File: config.mk
export PLATFORM = sky130hd
export DESIGN_NAME = alu_pipe
export DESIGN_NICKNAME = d
export VERILOG_FILES = /design/src/rtl/alu_pkg.sv /design/src/rtl/alu_div_iter.sv /design/src/rtl/alu_pipe.sv
export SDC_FILE = /design/constraint.sdc
export NUM_CORES = 1
export LEC_CHECK = 0
export BUFFER_PORTS_ARGS = -buffer_cell sky130_fd_sc_hd__buf_2
export CORE_MARGIN = 3
export CORE_UTILIZATION = 40
export DETAILED_ROUTE_END_ITERATION = 8
export SLEW_MARGIN = 20
export SYNTH_ARGS = -nofsm -noshare
export SYNTH_HDL_FRONTEND = slang
export SYNTH_SLANG_ARGS = --single-unit
File: constraint.sdc
create_clock -name CLK -period 3.5 [get_ports CLK]
set_input_delay 0.7 -clock CLK [delete_from_list [all_inputs] [get_ports CLK]]
set_output_delay 0.7 -clock CLK [all_outputs]
set_load 0.01 [all_outputs]
File: src/rtl/alu_pkg.sv
// Shared definitions for the pipelined ALU: function codes, FSM states and
// FLAGS bit positions. The 4-bit function encoding matches the control FSM.
package alu_pkg;

  localparam logic [3:0] FUN_ADD  = 4'h0;
  localparam logic [3:0] FUN_SUB  = 4'h1;
  localparam logic [3:0] FUN_MUL  = 4'h2;
  localparam logic [3:0] FUN_DIV  = 4'h3;
  localparam logic [3:0] FUN_AND  = 4'h4;
  localparam logic [3:0] FUN_OR   = 4'h5;
  localparam logic [3:0] FUN_NAND = 4'h6;
  localparam logic [3:0] FUN_NOR  = 4'h7;
  localparam logic [3:0] FUN_XOR  = 4'h8;
  localparam logic [3:0] FUN_XNOR = 4'h9;
  localparam logic [3:0] FUN_EQ   = 4'hA;
  localparam logic [3:0] FUN_GT   = 4'hB;
  localparam logic [3:0] FUN_LT   = 4'hC;
  localparam logic [3:0] FUN_SHR  = 4'hD;
  localparam logic [3:0] FUN_SHL  = 4'hE;
  localparam logic [3:0] FUN_ILL  = 4'hF;

  // IDLE accepts requests; DIV means the iterative divider owns the block.
  typedef enum logic {
    ST_IDLE = 1'b0,
    ST_DIV  = 1'b1
  } alu_state_e;

  // FLAGS = {DIV0, CARRY, ZERO}
  localparam int FLAG_ZERO  = 0;
  localparam int FLAG_CARRY = 1;
  localparam int FLAG_DIV0  = 2;

  // True for a division that must go through the iterative path.
  function automatic logic needs_iter_div(input logic [3:0] fun, input logic divisor_zero);
    return (fun == FUN_DIV) && !divisor_zero;
  endfunction

endpackage

File: src/rtl/alu_div_iter.sv
// Iterative restoring divider: one quotient bit per cycle on operand
// magnitudes, sign fix-up applied combinationally on the final step so the
// parent can register the finished result on the same edge as that step.
module alu_div_iter
  import alu_pkg::*;
#(
  parameter int W = 8
) (
  input  logic         clk,
  input  logic         rst_n,
  input  logic         start,
  input  logic         is_signed,
  input  logic [W-1:0] dividend,
  input  logic [W-1:0] divisor,
  output logic         busy,
  output logic         done,
  output logic [W-1:0] quot,
  output logic [W-1:0] rem,
  output logic         ovf
);

  localparam int            CW   = (W > 1) ? $clog2(W) : 1;
  localparam logic [W-1:0]  ONE  = {{(W-1){1'b0}}, 1'b1};
  localparam logic [W-1:0]  MIN  = {1'b1, {(W-1){1'b0}}};
  localparam logic [CW-1:0] LAST = CW'(W - 1);

  logic          busy_q, busy_d;
  logic [CW-1:0] cnt_q, cnt_d;
  logic [W-1:0]  rem_q, rem_d;
  logic [W-1:0]  quo_q, quo_d;
  logic [W-1:0]  dsr_q, dsr_d;
  logic          neg_quo_q, neg_quo_d;
  logic          neg_rem_q, neg_rem_d;
  logic          ovf_q, ovf_d;

  logic [W:0]    shifted;
  logic [W:0]    trial;
  logic [W-1:0]  rem_step;
  logic [W-1:0]  quo_step;
  logic [W-1:0]  a_mag;
  logic [W-1:0]  b_mag;

  // One restoring step: shift in the next dividend bit, subtract if it fits.
  always_comb begin
    shifted = {rem_q, quo_q[W-1]};
    trial   = shifted - {1'b0, dsr_q};
    if (trial[W]) begin
      rem_step = shifted[W-1:0];
      quo_step = {quo_q[W-2:0], 1'b0};
    end else begin
      rem_step = trial[W-1:0];
      quo_step = {quo_q[W-2:0], 1'b1};
    end
  end

  // Load magnitudes and signs on start, then iterate while busy.
  always_comb begin
    a_mag     = (is_signed && dividend[W-1]) ? (~dividend + ONE) : dividend;
    b_mag     = (is_signed && divisor[W-1])  ? (~divisor + ONE)  : divisor;
    busy_d    = busy_q;
    cnt_d     = cnt_q;
    rem_d     = rem_q;
    quo_d     = quo_q;
    dsr_d     = dsr_q;
    neg_quo_d = neg_quo_q;
    neg_rem_d = neg_rem_q;
    ovf_d     = ovf_q;
    if (start) begin
      busy_d    = 1'b1;
      cnt_d     = LAST;
      rem_d     = '0;
      quo_d     = a_mag;
      dsr_d     = b_mag;
      neg_quo_d = is_signed && (dividend[W-1] ^ divisor[W-1]);
      neg_rem_d = is_signed && dividend[W-1];
      // MIN / -1 cannot be represented; the magnitude path still yields MIN.
      ovf_d     = is_signed && (dividend == MIN) && (divisor == '1);
    end else if (busy_q) begin
      rem_d = rem_step;
      quo_d = quo_step;
      if (cnt_q == '0) begin
        busy_d = 1'b0;
      end else begin
        cnt_d = cnt_q - CW'(1);
      end
    end
  end

  // Divider state registers.
  always_ff @(posedge clk or negedge rst_n) begin
    if (!rst_n) begin
      busy_q    <= 1'b0;
      cnt_q     <= '0;
      rem_q     <= '0;
      quo_q     <= '0;
      dsr_q     <= '0;
      neg_quo_q <= 1'b0;
      neg_rem_q <= 1'b0;
      ovf_q     <= 1'b0;
    end else begin
      busy_q    <= busy_d;
      cnt_q     <= cnt_d;
      rem_q     <= rem_d;
      quo_q     <= quo_d;
      dsr_q     <= dsr_d;
      neg_quo_q <= neg_quo_d;
      neg_rem_q <= neg_rem_d;
      ovf_q     <= ovf_d;
    end
  end

  // Final-step result with sign fix-up; only meaningful while done is high.
  always_comb begin
    busy = busy_q;
    done = busy_q && (cnt_q == '0);
    quot = neg_quo_q ? (~quo_step + ONE) : quo_step;
    rem  = neg_rem_q ? (~rem_step + ONE) : rem_step;
    ovf  = ovf_q;
  end

endmodule

File: src/rtl/alu_pipe.sv
// Parametrised sequential ALU with valid/ready input, signed/unsigned mode,
// registered result and flags, and an iterative divider for division.
//
// Handshake: a request is accepted on a rising CLK edge when IN_VALID and
// IN_READY are both high; ALU_FUN, SIGNED, A and B are captured then.
// OUT_Valid is a single-cycle pulse per accepted request; ALU_OUT and FLAGS
// hold between pulses. IN_READY is low only while a division iterates.
module alu_pipe
  import alu_pkg::*;
#(
  parameter int IN_Width  = 8,
  parameter int OUT_Width = IN_Width * 2
) (
  input  logic                 CLK,
  input  logic                 RST,
  input  logic                 IN_VALID,
  output logic                 IN_READY,
  input  logic                 SIGNED,
  input  logic [3:0]           ALU_FUN,
  input  logic [IN_Width-1:0]  A,
  input  logic [IN_Width-1:0]  B,
  output logic [OUT_Width-1:0] ALU_OUT,
  output logic                 OUT_Valid,
  output logic [2:0]           FLAGS,
  output alu_state_e           DBG_STATE
);

  localparam int W  = IN_Width;
  localparam int OW = OUT_Width;

  alu_state_e     state_q, state_d;
  logic [OW-1:0]  alu_out_q, alu_out_d;
  logic [2:0]     flags_q, flags_d;
  logic           out_valid_q, out_valid_d;

  logic [W:0]     add_w;
  logic [W:0]     sub_w;
  logic [OW-1:0]  a_ext;
  logic [OW-1:0]  b_ext;
  logic [OW-1:0]  prod;
  logic [W-1:0]   a_cmp;
  logic [W-1:0]   b_cmp;
  logic [W-1:0]   shr_w;
  logic [OW-1:0]  res_sc;
  logic           carry_sc;
  logic           div0_sc;

  logic           div_start;
  logic           div_busy;
  logic           div_done;
  logic [W-1:0]   div_quot;
  logic [W-1:0]   div_rem;
  logic           div_ovf;

  // Operand preparation shared by the single-cycle operations.
  always_comb begin
    a_ext = SIGNED ? {{(OW-W){A[W-1]}}, A} : {{(OW-W){1'b0}}, A};
    b_ext = SIGNED ? {{(OW-W){B[W-1]}}, B} : {{(OW-W){1'b0}}, B};
    add_w = {SIGNED & A[W-1], A} + {SIGNED & B[W-1], B};
    sub_w = {SIGNED & A[W-1], A} - {SIGNED & B[W-1], B};
    // Low 2W bits of the extended product are correct for both modes.
    prod  = a_ext * b_ext;
    // Flipping the MSB in signed mode turns a signed compare into unsigned.
    a_cmp = {A[W-1] ^ SIGNED, A[W-2:0]};
    b_cmp = {B[W-1] ^ SIGNED, B[W-2:0]};
    shr_w = {SIGNED & A[W-1], A[W-1:1]};
  end

  // Single-cycle result, carry and divide-by-zero for the current request.
  always_comb begin
    res_sc   = '0;
    carry_sc = 1'b0;
    div0_sc  = 1'b0;
    case (ALU_FUN)
      FUN_ADD: begin
        res_sc   = SIGNED ? {{(OW-W-1){add_w[W]}}, add_w} : {{(OW-W-1){1'b0}}, add_w};
        carry_sc = SIGNED ? (add_w[W] ^ add_w[W-1]) : add_w[W];
      end
      FUN_SUB: begin
        res_sc   = SIGNED ? {{(OW-W-1){sub_w[W]}}, sub_w} : {{(OW-W-1){1'b0}}, sub_w};
        carry_sc = SIGNED ? (sub_w[W] ^ sub_w[W-1]) : sub_w[W];
      end
      FUN_MUL:  res_sc = prod;
      FUN_DIV:  div0_sc = (B == '0);
      FUN_AND:  res_sc = {{(OW-W){1'b0}}, A & B};
      FUN_OR:   res_sc = {{(OW-W){1'b0}}, A | B};
      FUN_NAND: res_sc = {{(OW-W){1'b0}}, ~(A & B)};
      FUN_NOR:  res_sc = {{(OW-W){1'b0}}, ~(A | B)};
      FUN_XOR:  res_sc = {{(OW-W){1'b0}}, A ^ B};
      FUN_XNOR: res_sc = {{(OW-W){1'b0}}, ~(A ^ B)};
      FUN_EQ:   res_sc = (A == B) ? OW'(1) : '0;
      FUN_GT:   res_sc = (a_cmp > b_cmp) ? OW'(2) : '0;
      FUN_LT:   res_sc = (a_cmp < b_cmp) ? OW'(3) : '0;
      FUN_SHR:  res_sc = {{(OW-W){1'b0}}, shr_w};
      FUN_SHL:  res_sc = {{(OW-W-1){1'b0}}, A, 1'b0};
      FUN_ILL:  res_sc = '0;
      default:  res_sc = '0;
    endcase
  end

  // Handshake, FSM next state and output register updates.
  always_comb begin
    state_d     = state_q;
    alu_out_d   = alu_out_q;
    flags_d     = flags_q;
    out_valid_d = 1'b0;
    div_start   = 1'b0;
    case (state_q)
      ST_IDLE: begin
        if (IN_VALID) begin
          if (needs_iter_div(ALU_FUN, B == '0)) begin
            div_start = 1'b1;
            state_d   = ST_DIV;
          end else begin
            alu_out_d            = res_sc;
            flags_d              = '0;
            flags_d[FLAG_ZERO]   = (res_sc == '0);
            flags_d[FLAG_CARRY]  = carry_sc;
            flags_d[FLAG_DIV0]   = div0_sc;
            out_valid_d          = 1'b1;
          end
        end
      end
      ST_DIV: begin
        if (div_done) begin
          state_d             = ST_IDLE;
          alu_out_d           = {div_rem, div_quot};
          flags_d             = '0;
          flags_d[FLAG_ZERO]  = ({div_rem, div_quot} == '0);
          flags_d[FLAG_CARRY] = div_ovf;
          out_valid_d         = 1'b1;
        end else if (!div_busy) begin
          // Divider idle without finishing: recover rather than hang.
          state_d = ST_IDLE;
        end
      end
      default: state_d = ST_IDLE;
    endcase
  end

  // State and output registers.
  always_ff @(posedge CLK or negedge RST) begin
    if (!RST) begin
      state_q     <= ST_IDLE;
      alu_out_q   <= '0;
      flags_q     <= '0;
      out_valid_q <= 1'b0;
    end else begin
      state_q     <= state_d;
      alu_out_q   <= alu_out_d;
      flags_q     <= flags_d;
      out_valid_q <= out_valid_d;
    end
  end

  alu_div_iter #(
    .W (W)
  ) u_div (
    .clk       (CLK),
    .rst_n     (RST),
    .start     (div_start),
    .is_signed (SIGNED),
    .dividend  (A),
    .divisor   (B),
    .busy      (div_busy),
    .done      (div_done),
    .quot      (div_quot),
    .rem       (div_rem),
    .ovf       (div_ovf)
  );

  // Output wiring; IN_READY follows the registered state.
  always_comb begin
    IN_READY  = (state_q == ST_IDLE);
    ALU_OUT   = alu_out_q;
    OUT_Valid = out_valid_q;
    FLAGS     = flags_q;
    DBG_STATE = state_q;
  end

endmodule

# Yosys cells after proc, flatten, opt, wreduce, memory -nomap -nowiden
# Index checks and enable logic that the tools add are counted.
# totals
in_bits	24
elab_cells	124
register_bits	52
output_inout_bits	22
# classes
add_sub_neg	8
n_lt_le_gt_ge	2
n_eq_ne	21
n_mul	1
reduce_logical	16
muxes	46
n_bitwise	18
# ops
cell	n
16-bit case mux with 14 select lines	1
16-bit two-way mux	7
8-bit two-way mux	9
8-bit NOT	7
8-bit by 1-bit adder with 8-bit output, second input constant	4
16-bit logical NOT	2
16-bit case mux with 2 select lines	1
4-bit == test, second input constant	7
3-bit two-way mux	6
4-bit by 3-bit == test with 1-bit output, second input constant	4
8-bit == test, second input constant	2
16-bit by 16-bit multiplier with 16-bit output	1
1-bit two-way mux	16
9-bit adder	1
9-bit by 8-bit subtractor with 9-bit output	1
9-bit subtractor	1
8-bit AND	1
4-bit by 2-bit == test with 1-bit output, second input constant	2
8-bit == test	1
8-bit > comparator	1
8-bit logical NOT	1
8-bit < comparator	1
8-bit OR	1
8-bit bitwise XOR	1
17 further kinds	33

# Longest topological paths before layout
# depth
word_depth	8
mapped_depth	27
mapped_depth_nobuf	25

# By module
# From an unflattened synthesis, not the netlist that was laid out.
# hier_totals
cells_unflattened	1130
hier_area_um2	9270.1
# by_module_without_submodules
mod	cells_per_inst	instances	area_each_um2	seq_area_each_um2
alu_pipe	835	1	6785.3	525.5
alu_div_iter	295	1	2484.9	775.7

# Least setup slack after synthesis
# No wires, ideal clock.
# synth_path
path_type	input to register
from	in A[7]
to	reg flags_q[0] (netlist: FLAGS[0])
t_required_ns	3.434
path_stages	26
setup_slack_ns	-3.086
arrival_time_ns	6.520
setup_ns	0.066
path_cell_list	ha_1 clkbuf_1 clkbuf_1 and2_1 ha_1 inv_1 fa_1 inv_1 fa_1 inv_1 fa_1 inv_1 fa_1 inv_1 fa_1 inv_1 ha_1 and2_1 a221o_1 a31oi_1 o21bai_1 a21oi_1 mux2i_1 nand4b_1 nor4b_2 a221o_1
# synth_between
elab_chain_len	8
elab_cells_between_ends	25
classes_between	2 x add/sub; 1 x mul; 2 x order compare; 1 x eq/ne; 10 x mux; 8 x bitwise; 1 x reduce/logical
# synth_lines
element	line	text
start: declaration	alu_pipe.sv:20	input logic [IN_Width-1:0] A,
parallel branches: the longest is 3 deep, another holds 16-bit by 16-bit multiplier with 16-bit output	--	
16-bit case mux with 14 select lines (*)	alu_pipe.sv:74	case (ALU_FUN)
16-bit logical NOT (*)	alu_pipe.sv:117	flags_d[FLAG_ZERO] = (res_sc == '0);
3-bit two-way mux (*)	alu_pipe.sv:111	if (needs_iter_div(ALU_FUN, B == '0)) begin
3-bit two-way mux (*)	alu_pipe.sv:110	if (IN_VALID) begin
3-bit case mux with 2 select lines (*)	alu_pipe.sv:108	case (state_q)
end signal: assignment	alu_pipe.sv:151	flags_q <= flags_d;
end: declaration	alu_pipe.sv:33	logic [2:0] flags_q, flags_d;
# Mark *: on every way between the ends. The select of a mux whose other input is x is not followed.
# A chain may end at the register's enable or synchronous reset.

# Worst setup path after layout
# layout_path
from	in SIGNED
to	reg flags_q[0] (netlist: FLAGS[0])
# layout_between
elab_cells_between_ends	20
classes_between	2 x add/sub; 1 x mul; 2 x order compare; 10 x mux; 4 x bitwise; 1 x reduce/logical
# layout_lines
element	line	text
start: declaration	alu_pipe.sv:18	input logic SIGNED,
16-bit two-way mux	alu_pipe.sv:57	a_ext = SIGNED ? {{(OW-W){A[W-1]}}, A} : {{(OW-W){1'b0}}, A};
via a_ext[10]	alu_pipe.sv:38	logic [OW-1:0] a_ext;
16-bit by 16-bit multiplier with 16-bit output	alu_pipe.sv:62	prod = a_ext * b_ext;
16-bit case mux with 14 select lines	alu_pipe.sv:74	
16-bit logical NOT	alu_pipe.sv:117	
3-bit two-way mux	alu_pipe.sv:111	
3-bit two-way mux	alu_pipe.sv:110	
3-bit case mux with 2 select lines	alu_pipe.sv:108	
# The timed path passes the listed nets, and every way through them passes these cells. The select of a mux whose other input is x is not followed.

==> run metrics <==
Post-synth EDFFs=0; core area=0.0219 mm2; headroom to the max-slew limit=20.7%; CP max stage cell=fa_1; outcome=complete, but fails checks; final wirelength=30600 um; most used cell, CP=fa_1; max-cap violations=0; clock-pin slew on the worst setup and hold paths=about 0.07 ns; Setup Skew=0.00337 ns; combinational share of power=~85%; GRT overflow=0; Syn Inst Count=around 1100; # DRC=0; CP endpoint kind=register; Slew Viols, Final=0; Hold Vio Cnt, Final=0; Buffers & Inverters on Critical Path=9; critical path required time=3.74 ns; critical path's top delay family=adder cells; die footprint=about 0.024 mm2; worst slew pin tran=between 1 and 1.5 ns; top cells by area, synth=fa_1, dfrtp_1, ha_1, inv_1, xnor2_1; Tcrit/Tclk final=173%; DRT iter0 DRCs=approximately 630; mux cell area share after synthesis=under 10%; DP Worst Slack=-3.01 ns; post-synth top area share=between 15 and 20%; Initial Util=roughly two fifths; final setup fails=14; vias in the first global route=about 9000; CP Class=in -> reg; NetSw=between 4 and 5 mW; CTS tree=built; top_reg_cell synth=dfrtp_1; die span in x=between 150 and 200 um; Sum Neg Setup Slack=-22.73 ns; synth warn=0; Pleak=5.96 nW; Vias/cell=roughly 5.4; Nets=around 1600; Pint=5.15 mW; htree depth=2; Mapped Area=just under 0.009 mm2; fmax=~160 MHz; Tot Pwr=approximately 9.8 mW; clk sinks=52; syn avg cell area=8.01 um2; post-synthesis simple-gate area fraction=between 10% and 20%; Seq/Total Area, Yosys=14.6%; HPWL Detailed=between 20000 and 25000 um; Top Ports=between 40 and 50; Antenna Nets Post-Route=0; Seq cells post-synth=between 50 and 60; Layout Area Growth over Synthesis=43.9%; initial antenna violation count=0; type of the tightest min-delay check=in -> async; Startpoint Class=input pin; unique cell type count in the Yosys netlist=78; Max clock buf depth=2; ys async rst share=between 90% and 100%; largest family of logic cells by synthesized area=adder cells; Yosys top cell by area=fa_1; sequential power share=under 10%; hold buffers post-CTS=0; maximum number of pins on one net before global-route repair=36; clock latency on the worst-skew pair=~0.30 ns; gp weighted congestion=between 0.9 and 1; Synthesized Nets=roughly 1300; Synth Area in Compound Gates=around 17%; cell area after layout=0.0128 mm2; DR pass1 iterations=6; Worst IR Drop VDD=about 0.87 mV; clock power share=between 5 and 6%; Port Buffers=45; Synth Area in Adders=between 20 and 30%; Post-Place Cell Area=0.0114 mm2; global router's overall resource usage=around 25%; Min Clock Period, post-route=between 6 and 7 ns; Arrival @ worst endpoint=approximately 6.3 ns; Die H=155 um; Critical Path Max Stage Delay=0.55 ns; critical-path maximum fanout=5; Root Driver=clkbuf_16; setup ws final=-2.57 ns; routed vias=roughly 9000; layout cell share with drive strength beyond 1=36.1%; RSZ-0062 raised after global routing=yes; Net Sw Frac=47.4%; xor and xnor fraction of the mapped netlist area=8.99%; first-pass GRT wire length=slightly below 50000 um; ANT cells=0; Rows=54; routed len/inst=approximately 18 um; CTS buffer count=5; failing checks=setup timing; Power Dens Cells=763 mW/mm2
[registers in the layout (all words and copies together) (netlist names)]
| name | count |
|---|---|
| u_div.cnt_q | 3 |
| DBG_STATE | 1 |
| u_div.busy | 1 |
| u_div.ovf | 1 |
| FLAGS | 3 |
| u_div.dsr_q | 8 |
| u_div.quo_q | 8 |
| u_div.rem_q | 8 |
| u_div.neg_rem_q | 1 |
| OUT_Valid | 1 |
| u_div.neg_quo_q | 1 |
| ALU_OUT | 16 |
[worst register-to-register path: cells and delay by family (launching register included)]
family / cells / cell delay [ns]
AO/OA/AOI/OAI: 4 / 0.82
XOR/XNOR: 1 / 0.22
adder cells (fa/ha/maj): 3 / 0.75
buffers and inverters: 3 / 0.17
flip-flops: 1 / 0.38
multiplexers: 2 / 0.56
AND/OR/NAND/NOR: 4 / 0.93
[cell usage after synthesis (all sizes together), types with 9 or more instances]
cell type / count
fa: 70
nor2b: 14
xor2: 31
nor4: 13
nand2: 106
clkbuf: 47
nand2b: 10
mux2i: 22
nor2: 110
o21ai: 62
a21oi: 45
a31oi: 10
ha: 97
nand3: 20
a21o: 11
nor3: 21
a211oi: 11
xnor2: 58
a221o: 9
dfrtp: 52
inv: 154
[cells in the final DEF, fill, tap and decap left out, types with 9 or more instances in the layout]
| cell | n |
|---|---|
| a21oi_1 | 34 |
| xor2_1 | 29 |
| a21o_1 | 11 |
| o21ai_1 | 23 |
| nor2_2 | 11 |
| mux2i_1 | 21 |
| a211oi_1 | 11 |
| nor2b_1 | 14 |
| ha_4 | 29 |
| nor2_1 | 92 |
| nor4_1 | 11 |
| inv_1 | 117 |
| ha_1 | 65 |
| nor3_1 | 15 |
| buf_4 | 242 |
| inv_2 | 27 |
| nand2_1 | 99 |
| nand2b_1 | 9 |
| a221o_1 | 9 |
| buf_8 | 11 |
| buf_6 | 32 |
| fa_1 | 62 |
| o21ai_0 | 31 |
| buf_2 | 31 |
| dfrtp_1 | 52 |
| xnor2_1 | 53 |
| nand3_1 | 20 |
[repair_timing]
item,in CTS,in global routing
setup endpoints to repair,14,17
pin swaps,92,35
buffers inserted,31,13
resized for setup,166,59
cloned,1,0
hold endpoints to repair,0,0
[path summary, 6_finish.rpt]
kind                           startpoint             end  slack, ns  cells past startpoint
setup reg to reg           u_div.quo_q[7]        FLAGS[0]      -0.40                     17
max in group asynchronous             RST  u_div.rem_q[2]       2.33                      2
hold / removal                        RST      ALU_OUT[3]       0.40                      1
setup / recovery                   SIGNED        FLAGS[0]      -2.57                     27
hold reg to reg                ALU_OUT[3]      ALU_OUT[3]       0.48                      2
min in group CLK               ALU_OUT[3]      ALU_OUT[3]       0.48                      2
[power by group through the flow]
stage	clock network (mW)	logic, mW	registers (mW)
global placement	0	6.86	0.959
detailed placement	0	6.94	0.966
floorplan	0	4.02	0.973
CTS	0.541	7.86	0.954
finish	0.537	8.30	0.957
global route	0.560	8.97	0.980
[cells by family after synthesis]
| group | count (synthesis) |
|---|---|
| AO/OA/AOI/OAI | 223 |
| flip-flops | 52 |
| adder cells (fa/ha/maj) | 168 |
| multiplexers | 24 |
| AND/OR/NAND/NOR | 341 |
| buffers and inverters | 216 |
| XOR/XNOR | 90 |
[through the flow]
| stage | hold WS (ns) | std cells | utilization [%] |
|---|---|---|---|
| floorplan | 0.404 | 1114 | - |
| global placement | 0.458 | 1625 | 52.1 |
| detailed placement | 0.470 | 1625 | 52.1 |
| CTS | 0.421 | 1660 | 57.1 |
| global route | 0.458 | 1671 | 58.7 |
| finish | 0.397 | 1671 | 58.7 |
[cell type report]
| type | instances | area, um2 |
|---|---|---|
| fillers | 1901 | 9050 |
| multi-input cells | 846 | 7720 |
| repair buffers | 323 | 2640 |
| flip-flops and latches | 52 | 1300 |
| inverters | 161 | 671 |
| well taps | 280 | 350 |
| clock buffers | 6 | 139 |
| clock inverters | 2 | 17.5 |
| repair inverters | 1 | 7.51 |
[metal layers]
metal	vias up	wire [um]	GRT usage [%]
li1	4324	-	-
met1	4326	13000	33.1
met2	357	14300	41.8
met3	77	2090	3.81
met4	0	1190	8.59
met5	-	0	0
No activity file was read; power rests on OpenSTA's default activity.
